$ cat src/rtl/combi_unit_if.sv
// Signal bundle for combi_unit: operand/control inputs and the combinational,
// pipelined and coverage outputs.
interface combi_unit_if;
    logic        in_valid;
    logic        a;
    logic        b;
    logic        c;
    logic        d;
    logic        clr_seen;
    logic        x;
    logic        y;
    logic        x_q;
    logic        y_q;
    logic        out_valid;
    logic [15:0] seen;
    logic        all_seen;

    modport master (
        output in_valid, a, b, c, d, clr_seen,
        input  x, y, x_q, y_q, out_valid, seen, all_seen
    );

    modport slave (
        input  in_valid, a, b, c, d, clr_seen,
        output x, y, x_q, y_q, out_valid, seen, all_seen
    );
endinterface

$ cat src/rtl/combi_unit.sv
// Four-input logic cell: x = ab | cd, y = a^b^c^d, with a valid-qualified
// delay chain and a sticky 16-entry input-combination coverage map.
module combi_unit #(
    parameter int PIPE_DEPTH = 1
) (
    input  logic         clk,
    input  logic         rst_n,
    combi_unit_if.slave  bus
);
    logic [3:0] idx;
    logic       x_comb;
    logic       y_comb;

    assign idx    = {bus.a, bus.b, bus.c, bus.d};
    assign x_comb = (bus.a & bus.b) | (bus.c & bus.d);
    assign y_comb = bus.a ^ bus.b ^ bus.c ^ bus.d;
    assign bus.x  = x_comb;
    assign bus.y  = y_comb;

    logic [PIPE_DEPTH-1:0] v_reg;
    logic [PIPE_DEPTH-1:0] x_reg;
    logic [PIPE_DEPTH-1:0] y_reg;

    // Data bits shift unconditionally; only the valid bit gives them meaning.
    generate
        for (genvar gi = 0; gi < PIPE_DEPTH; gi++) begin : g_stage
            if (gi == 0) begin : g_first
                always_ff @(posedge clk) begin
                    if (!rst_n) begin
                        v_reg[gi] <= 1'b0;
                        x_reg[gi] <= 1'b0;
                        y_reg[gi] <= 1'b0;
                    end else begin
                        v_reg[gi] <= bus.in_valid;
                        x_reg[gi] <= x_comb;
                        y_reg[gi] <= y_comb;
                    end
                end
            end else begin : g_next
                always_ff @(posedge clk) begin
                    if (!rst_n) begin
                        v_reg[gi] <= 1'b0;
                        x_reg[gi] <= 1'b0;
                        y_reg[gi] <= 1'b0;
                    end else begin
                        v_reg[gi] <= v_reg[gi-1];
                        x_reg[gi] <= x_reg[gi-1];
                        y_reg[gi] <= y_reg[gi-1];
                    end
                end
            end
        end
    endgenerate

    assign bus.out_valid = v_reg[PIPE_DEPTH-1];
    assign bus.x_q       = x_reg[PIPE_DEPTH-1];
    assign bus.y_q       = y_reg[PIPE_DEPTH-1];

    logic [15:0] seen_reg;

    // Clear wins over a same-cycle set, so the concurrent input is dropped.
    generate
        for (genvar gi = 0; gi < 16; gi++) begin : g_seen
            always_ff @(posedge clk) begin
                if (!rst_n) begin
                    seen_reg[gi] <= 1'b0;
                end else if (bus.clr_seen) begin
                    seen_reg[gi] <= 1'b0;
                end else if (bus.in_valid && (idx == 4'(gi))) begin
                    seen_reg[gi] <= 1'b1;
                end
            end
        end
    endgenerate

    assign bus.seen     = seen_reg;
    assign bus.all_seen = &seen_reg;
endmodule

$ cat src/flat_wrapper.sv
// flat-port wrapper written by rule: the top's interface ports become plain ports
module combi_unit_flat 
#(
    parameter int PIPE_DEPTH = 1
)
  (clk, rst_n, bus_in_valid, bus_a, bus_b, bus_c, bus_d, bus_clr_seen, bus_x, bus_y, bus_x_q, bus_y_q, bus_out_valid, bus_seen, bus_all_seen);
  combi_unit_if bus_i ();
  input  logic clk;
  input  logic rst_n;
  input wire logic [$bits(bus_i.in_valid)-1:0] bus_in_valid;
  input wire logic [$bits(bus_i.a)-1:0] bus_a;
  input wire logic [$bits(bus_i.b)-1:0] bus_b;
  input wire logic [$bits(bus_i.c)-1:0] bus_c;
  input wire logic [$bits(bus_i.d)-1:0] bus_d;
  input wire logic [$bits(bus_i.clr_seen)-1:0] bus_clr_seen;
  output wire logic [$bits(bus_i.x)-1:0] bus_x;
  output wire logic [$bits(bus_i.y)-1:0] bus_y;
  output wire logic [$bits(bus_i.x_q)-1:0] bus_x_q;
  output wire logic [$bits(bus_i.y_q)-1:0] bus_y_q;
  output wire logic [$bits(bus_i.out_valid)-1:0] bus_out_valid;
  output wire logic [$bits(bus_i.seen)-1:0] bus_seen;
  output wire logic [$bits(bus_i.all_seen)-1:0] bus_all_seen;
  assign bus_i.in_valid = bus_in_valid;
  assign bus_i.a = bus_a;
  assign bus_i.b = bus_b;
  assign bus_i.c = bus_c;
  assign bus_i.d = bus_d;
  assign bus_i.clr_seen = bus_clr_seen;
  assign bus_x = bus_i.x;
  assign bus_y = bus_i.y;
  assign bus_x_q = bus_i.x_q;
  assign bus_y_q = bus_i.y_q;
  assign bus_out_valid = bus_i.out_valid;
  assign bus_seen = bus_i.seen;
  assign bus_all_seen = bus_i.all_seen;
  combi_unit #(.PIPE_DEPTH(PIPE_DEPTH)) u_core (.clk(clk), .rst_n(rst_n), .bus(bus_i));
endmodule
$ cat config.mk
export PLATFORM = sky130hd
export DESIGN_NAME = combi_unit_flat
export DESIGN_NICKNAME = d
export VERILOG_FILES = /design/src/rtl/combi_unit_if.sv /design/src/rtl/combi_unit.sv /design/src/flat_wrapper.sv
export SDC_FILE = /design/constraint.sdc
export NUM_CORES = 1
export LEC_CHECK = 0
export CORE_MARGIN = 1
export CORE_UTILIZATION = 57
export DETAILED_ROUTE_END_ITERATION = 10
export DONT_BUFFER_PORTS = 1
export GPL_ROUTABILITY_DRIVEN = 0
export PLACE_DENSITY = 0.71
export REMOVE_ABC_BUFFERS = 1
export SYNTH_ARGS = -nofsm -noshare
export SYNTH_HDL_FRONTEND = slang
export SYNTH_SLANG_ARGS = --single-unit
$ cat constraint.sdc
create_clock -name clk -period 1.9 [get_ports clk]
set_clock_uncertainty 0.1 [all_clocks]
set_input_delay 0.285 -clock clk [delete_from_list [all_inputs] [get_ports clk]]
set_output_delay 0.285 -clock clk [all_outputs]
set_load 0.02 [all_outputs]
### Word level (Yosys, flattened, before mapping)

Index checks and enable logic that the tools add are counted.

* $add $sub $neg: 0
* multiply operators: 0
* div/mod/pow operators: 0
* magnitude comparators: 0
* equal/unequal tests: 15
* shift-type cells: 0
* mux-type cells: 0
* bitwise logic cells: 7
* reductions and logical operators: 19

Operators by type and width (number)
* $eq 4x4->1 const B: 8
* $eq 4x3->1 const B: 4
* $logic_and 1x1->1: 16
* $reduce_and 16->1: 1
* $eq 4x2->1 const B: 2
* $eq 4x1->1 const B: 1
* $logic_not 4->1: 1
* $xor 1x1->1: 3
* $and 1x1->1: 2
* $reduce_or 2->1: 1
* $not 1->1: 1
* $or 1x1->1: 1

* register bits after elaboration: 19
* bits in latches: 0
* RAM bits: 0
* bits in read-only memories: 0
* bits of input ports: 8
* output and inout bits: 22
* logic and storage cells: 60
* memories: 0

### Logic depth before layout (Yosys ltp)

* depth in word-level cells: 3
* mapped depth: 5
* depth with buffers taken out: 4

### Worst setup path after synthesis

No wires, ideal clock.

* path kind: flip-flop to output port
* start: register u_core.seen_reg[5] (netlist: u_core.bus.seen[5])
* end: output port bus_all_seen
* data arrival time: 1295 ps
* required time: 1515 ps
* setup slack: 220 ps
* stages on the path, launching flop included: 3
* buffers on the path: 0
* cells stage by stage: dfxtp_1 nand4_1 nor4_1

* longest elaborated chain between the ends: 1

Ends and longest elaborated chain
* start: declaration: line combi_unit.sv:59 `logic [15:0] seen_reg;`
* start signal: indexed assignment: line combi_unit.sv:66 `seen_reg[gi] <= 1'b0;`
* start signal: indexed assignment: line combi_unit.sv:68 `seen_reg[gi] <= 1'b0;`
* start signal: indexed assignment: line combi_unit.sv:70 `seen_reg[gi] <= 1'b1;`
* $reduce_and 16->1: line combi_unit.sv:77 `assign bus.all_seen = &seen_reg;`
* end: declaration: line flat_wrapper.sv:22 `output wire logic [$bits(bus_i.all_seen)-1:0] bus_all_seen;`

No other way between the ends.

### Worst setup path after layout

* start: register u_core.seen_reg[2] (netlist: u_core.bus.seen[2])
* end: output port bus_all_seen

Same word-level chain as after synthesis.

==> flow_summary.json <==
{
  "die_area_um2": 1510,
  "placement.setup.worst_slack_ns": 0.4130,
  "final-setup-viol-count": 0,
  "portion_of_netlist_area_occupied_by_mux_cells_pct": 1.292,
  "dr.first_iter.drc_count": 11,
  "ir_worst_vdd_mv": 0.5324,
  "detail_route.drc_violations": 0,
  "synth_top_family_by_area": "compound AO/OA/AOI/OAI gates",
  "crit_required_ns": 1.51,
  "critPathSlowestCell": "sky130_fd_sc_hd__dfxtp_1",
  "final.period_utilization_pct": 94.59,
  "synthSimpleGateAreaFrac_pct": 15.99,
  "critical_path.cell_chain": "nand4_1 -> nor4_1 -> buf_4",
  "detailed_place_hpwl_um": 1039,
  "fmax_mhz": 556.4,
  "global_route.usage.total_pct": 22.74,
  "syn2layout_area_growth_pct": 9.370,
  "drt-wirelength-per-cell_um": 17.13,
  "clockBufferDepth": 2,
  "initial_utilization_pct": 65.30,
  "number_of_cells_produced_by_synthesis": 66,
  "drv.max_cap_violation_count": 0,
  "core_area_um2": 1186,
  "tritoncts_num_sinks": 19,
  "clk_root_buffer_cell": "sky130_fd_sc_hd__clkbuf_4",
  "synth.area.top_cells": "sky130_fd_sc_hd__dfxtp_1 (49%), sky130_fd_sc_hd__o2bb2ai_1 (18%), sky130_fd_sc_hd__ha_1 (6.5%)",
  "firstDrtPassIters": 4,
  "pin_count": 30,
  "largest_net_degree_at_the_start_of_global_routing": 17,
  "die-height_um": 38.86,
  "synth-adder-area-share_pct": 6.462,
  "final.setup.worst_slack_ns": 0.1028,
  "leakagePower_nw": 0.3084,
  "rows": 12,
  "num-nets-final": 87,
  "drive_gt1_share_pct": 16.22,
  "hold_path_depth": 2,
  "timing.critical_path.fanout_max": 3,
  "critPathMaxStageDelay_ns": 0.49,
  "slew_headroom_pct": 65.21,
  "yosysTopAreaCellShare_pct": 49.11,
  "finalHoldWorstSlack_ns": 0.02413,
  "synthDistinctLibCells": 19,
  "diodes_inserted": 0,
  "worst_setup_hold_path_clk_slew_ns": 0.12,
  "gr-total-overflow": 0,
  "post_synth_instance_area_um2": 774.5,
  "grt_first_pass_wirelength_um": 2263,
  "cts_made_buffers": 3,
  "largest_reg_flops": 16,
  "ys_seq_elements": 19,
  "fin_total_pwr_uw": 694.1,
  "worstRegToRegCells": 1,
  "post_synth.cell_area_avg_um2": 11.73,
  "crit_path_start_kind": "flip-flop",
  "vias_per_cell": 6.227,
  "port_buffers": 0,
  "outcome": "finished clean",
  "grt_antenna_before_repair": 0,
  "power.density_cell_area_nw_per_um2": 819.5,
  "grt_setup_unrepaired": "no",
  "drtAntennaViolNets": 0,
  "yosys_warnings": 0,
  "final-hold-violation-count": 0,
  "finalWirelength_um": 1507,
  "die_x_um": 38.86,
  "slew_viol_final": 0,
  "xor_xnor_cell_area_share_of_the_yosys_netlist_pct": 2.262,
  "timing.final.crit_period_ns": 1.797,
  "clock_insertion_delay_at_the_later_pin_of_the_skew_report_ns": 0.30,
  "hp-class": "primary input to flip-flop",
  "synth_compound_gate_area_share_pct": 19.06,
  "path_class": "flip-flop to output pin",
  "first_global_vias": 505,
  "fin_setup_tns_ns": 0,
  "max_slew.worst_pin.slew_ns": 0.5219,
  "timing.critical_path.arrival_ns": 1.41,
  "cts_tree": "done",
  "dr_total_vias": 548,
  "htree_num_levels": 1,
  "crit_path_end_kind": "output pin",
  "synth.yosys.seq_area_share_pct": 49.11,
  "final_core_utilization_pct": 71.41,
  "synth_top_cell_by_area": "sky130_fd_sc_hd__dfxtp_1"
}
## synthesized netlist by cell type
| cell type | number |
|---|---|
| sky130_fd_sc_hd__or3b_4 | 1 |
| sky130_fd_sc_hd__nand4_1 | 4 |
| sky130_fd_sc_hd__dfxtp_1 | 19 |
| sky130_fd_sc_hd__nand2_1 | 1 |
| sky130_fd_sc_hd__nand3b_1 | 6 |
| sky130_fd_sc_hd__mux2i_1 | 1 |
| sky130_fd_sc_hd__inv_1 | 2 |
| sky130_fd_sc_hd__o2bb2ai_1 | 16 |
| sky130_fd_sc_hd__ha_1 | 4 |
| sky130_fd_sc_hd__and2_2 | 1 |
| sky130_fd_sc_hd__buf_6 | 2 |
| sky130_fd_sc_hd__nand2b_1 | 1 |
| sky130_fd_sc_hd__and2_1 | 1 |
| sky130_fd_sc_hd__buf_8 | 1 |
| sky130_fd_sc_hd__a21o_1 | 1 |
| sky130_fd_sc_hd__xnor2_1 | 2 |
| sky130_fd_sc_hd__and2b_1 | 1 |
| sky130_fd_sc_hd__nand3_1 | 1 |
| sky130_fd_sc_hd__nor4_1 | 1 |
## worst max-delay path: cells and delay by family (launching register included)
| family | cells | cell delay, ns |
|---|---|---|
| buffers and inverters | 1 | 0.19 |
| DFF | 1 | 0.49 |
| and+or+nand+nor | 2 | 0.42 |
## repair_timing
item	4_1_cts	5_1_grt
setup buffers	0	0
hold buffers	1	2
resized for setup	0	2
hold endpoints to repair	1	1
endpoints found under the setup margin	0	1
## power by group
part | switching, mW | internal [mW]
Clock | 0.137 | 0.0802
Sequential | 0.0128 | 0.406
Combinational | 0.0331 | 0.0246
## layout by cell type, fill, tap and decap left out, types with 2 or more instances in the layout
master	count
sky130_fd_sc_hd__dfxtp_1	17
sky130_fd_sc_hd__o2bb2ai_1	16
sky130_fd_sc_hd__nand3b_1	6
sky130_fd_sc_hd__nand4_1	4
sky130_fd_sc_hd__ha_1	4
sky130_fd_sc_hd__buf_4	4
sky130_fd_sc_hd__clkbuf_4	3
sky130_fd_sc_hd__dlygate4sd3_1	3
sky130_fd_sc_hd__inv_1	2
sky130_fd_sc_hd__xnor2_1	2
sky130_fd_sc_hd__dfxtp_2	2
## metrics by stage
stage          std cells  instance area (um2)
2_1_floorplan         63                737.0
3_3_place_gp          81                784.5
3_5_place_dp          81                784.5
4_1_cts               86                824.5
5_1_grt               88                847.1
6_report              88                847.1
## routing by layer
| metal | GRT usage [%] | part of all wire [%] | vias up |
|---|---|---|---|
| li1 | - | - | 265 |
| met1 | 26.60 | 45 | 256 |
| met2 | 37.50 | 47 | 23 |
| met5 | 0 | 0 | - |
| met4 | 7.759 | 1.5 | 0 |
| met3 | 8.671 | 6.1 | 4 |
## cell families after synthesis
kind of cell	count (synthesis)
xor gates and xnor gates	2
and+or+nand+nor	18
buffers and inverters	5
muxes	1
AOI/OAI and AO/OA	17
DFF	19
adders and majority gates	4
## final timing paths
kind / slack (ns) / end / start
worst max-delay path: 0.10 / bus_all_seen / u_core.bus.seen[2]
worst min-delay path: 0.02 / u_core.bus.y_q / rst_n
worst min register to register: 0.45 / u_core.bus.seen[15] / u_core.bus.seen[15]
worst max register to register: 1.09 / u_core.bus.seen[10] / u_core.bus.seen[10]
## cell type report
class,instances,area (um2)
flip-flops and latches,19,382.9
multi-input cells,42,349.1
fillers,88,339.1
repair buffers,7,60.06
clock buffers,3,22.52
well taps,14,17.52
clock inverters,1,7.507
inverters,2,7.507
(Power assumes the default switching activity.)
==> patch: new RTL, same flow settings <==
Make the reset (`rst_n`) asynchronous in 3 clocked blocks.
--- a/src/rtl/combi_unit.sv
+++ b/src/rtl/combi_unit.sv
@@ -25,7 +25,7 @@
     generate
         for (genvar gi = 0; gi < PIPE_DEPTH; gi++) begin : g_stage
             if (gi == 0) begin : g_first
-                always_ff @(posedge clk) begin
+                always_ff @(posedge clk or negedge rst_n) begin
                     if (!rst_n) begin
                         v_reg[gi] <= 1'b0;
                         x_reg[gi] <= 1'b0;
@@ -37,7 +37,7 @@
                     end
                 end
             end else begin : g_next
-                always_ff @(posedge clk) begin
+                always_ff @(posedge clk or negedge rst_n) begin
                     if (!rst_n) begin
                         v_reg[gi] <= 1'b0;
                         x_reg[gi] <= 1'b0;
@@ -61,7 +61,7 @@
     // Clear wins over a same-cycle set, so the concurrent input is dropped.
     generate
         for (genvar gi = 0; gi < 16; gi++) begin : g_seen
-            always_ff @(posedge clk) begin
+            always_ff @(posedge clk or negedge rst_n) begin
                 if (!rst_n) begin
                     seen_reg[gi] <= 1'b0;
                 end else if (bus.clr_seen) begin
Check against the original RTL: differs if rst_n is asserted again (counterexample within 4 cycles, from zero or initial values and one cycle with rst_n low); with rst_n held inactive, the same outputs for 10 cycles.
==> patch against the original RTL <==
- non-clock buffer count fell by 3
- design area rose by 11%
- count of clock-buffer cells in the layout rose by 1
- die area rose by 19%
- setup slack got worse by 0.017 ns
- area after synthesis rose by 20%
- hold slack improved by 0.013 ns
- total power rose by 2.2%
- wire length rose by 12%
- clock power fell by 7%
- sequential cell count did not move
- critical path type unchanged
- largest power group unchanged
==> patch: results (changes against the original RTL) <==
status finished, final reports clean (unchanged); P_seq 446 uW (was 419 uW); drt first-iter violations 15 (was 11); worst reg-to-reg setup slack 0.92 ns (was 1.09 ns); xor/xnor share of the synthesized area 0.0188 (was 0.0226); Reg2Reg Depth 2 (was 1); # fillers 143 (was 88); WP data arrival 1.43 ns (was 1.41 ns); post-DP HPWL 1100 microns (was 1040 microns); Slew headroom 0.437 (was 0.652); CP max-delay cell dfrtp_1 (was dfxtp_1); complex-gate fraction of the synthesized area 0.110 (was 0.191); first-pass GRT wire length 2910 microns (was 2260 microns); overall power 709 uW (was 694 uW); nets@finish 98 (was 87); highest ir drop seen on vdd 0.000377 V (was 0.000532 V); Distinct cells, synth 15 (was 19); number of global-route vias before repair 638 (was 505); first-pass iteration count of the detailed router 2 (was 4); Leakage 0.000393 uW (was 0.000308 uW); switching part of the total 0.260 (was 0.264); layout cells sized above 1 0.0471 (was 0.162); Clk network pwr share 0.285 (was 0.313); Post-synth top cells 19 x dfrtp_1, 14 x inv_1, 12 x a21oi_1 (was 19 x dfxtp_1, 16 x o2bb2ai_1, 6 x nand3b_1); CTS buffer count 3 (unchanged); Hold Startpoint bus_d (was rst_n); Hold Path Sink u_core.bus.seen[13] (was u_core.bus.y_q); largest cells by area after synthesis dfrtp_1 51%, nand4b_1 7.5%, a21oi_1 6.5%, inv_1 5.7%, ha_1 5.4% (was dfxtp_1 49%, o2bb2ai_1 18%, ha_1 6.5%, nand3b_1 5.8%, nand4_1 3.2%); Hold WS 0.0368 ns (was 0.0241 ns); via density per instance 6.24 (was 6.23); sequential share of the synthesized area 0.511 (was 0.491); fraction of registers with async set/reset 1.00 (was 0); All-Layer GR Usage 0.219 (was 0.227); Tcrit/Tclk final 0.955 (was 0.946); worst r2r dst u_core.bus.seen[7] (was u_core.bus.seen[10]); pin count of the biggest net entering global routing 20 (was 17); CP startpoint u_core.bus.seen[15] (was u_core.bus.seen[2]); Gate Count Post-Synth 84 (was 66); mux contribution to synthesized area 0 (was 0.0129); Layout Cells excl Fill 101 (was 88)
## patch: cell types whose count changed in the layout (fill, tap and decap cells not counted), moves of 4 or more
cell	change
nand4b_1	+8
dfxtp_1	-17
nand4bb_1	+4
nor2_1	+4
o2bb2ai_1	-16
dfrtp_1	+19
a41oi_1	+4
a21oi_1	+12
inv_1	+12
nand3b_1	-6
## patch: area by class of cell
cell class                 instances  area (sq um)  share of cell area
clock buffer                       4          26.3              0.0279
inverter                          14          52.6              0.0557
multi-input combinational         44           332               0.351
sequential                        19           475               0.504
tap                               16          20.0              0.0212
timing repair buffer               4          37.5              0.0398
## patch: routing by layer
metal / routed length (microns) / part of all wire / up-vias / GRT usage
met4: 18 / 0.011 / 0 / 0.0750
met1: 736 / 0.44 / 305 / 0.315
met2: 815 / 0.48 / 25 / 0.302
met3: 114 / 0.068 / 3 / 0.0862
li1: - / - / 297 / -
met5: 0 / 0 / - / 0
## patch: what timing repair did
item                      4_1_cts  5_1_grt
hold buffers                    3        0
hold endpoints to repair       36        0
gates resized for setup         0        0
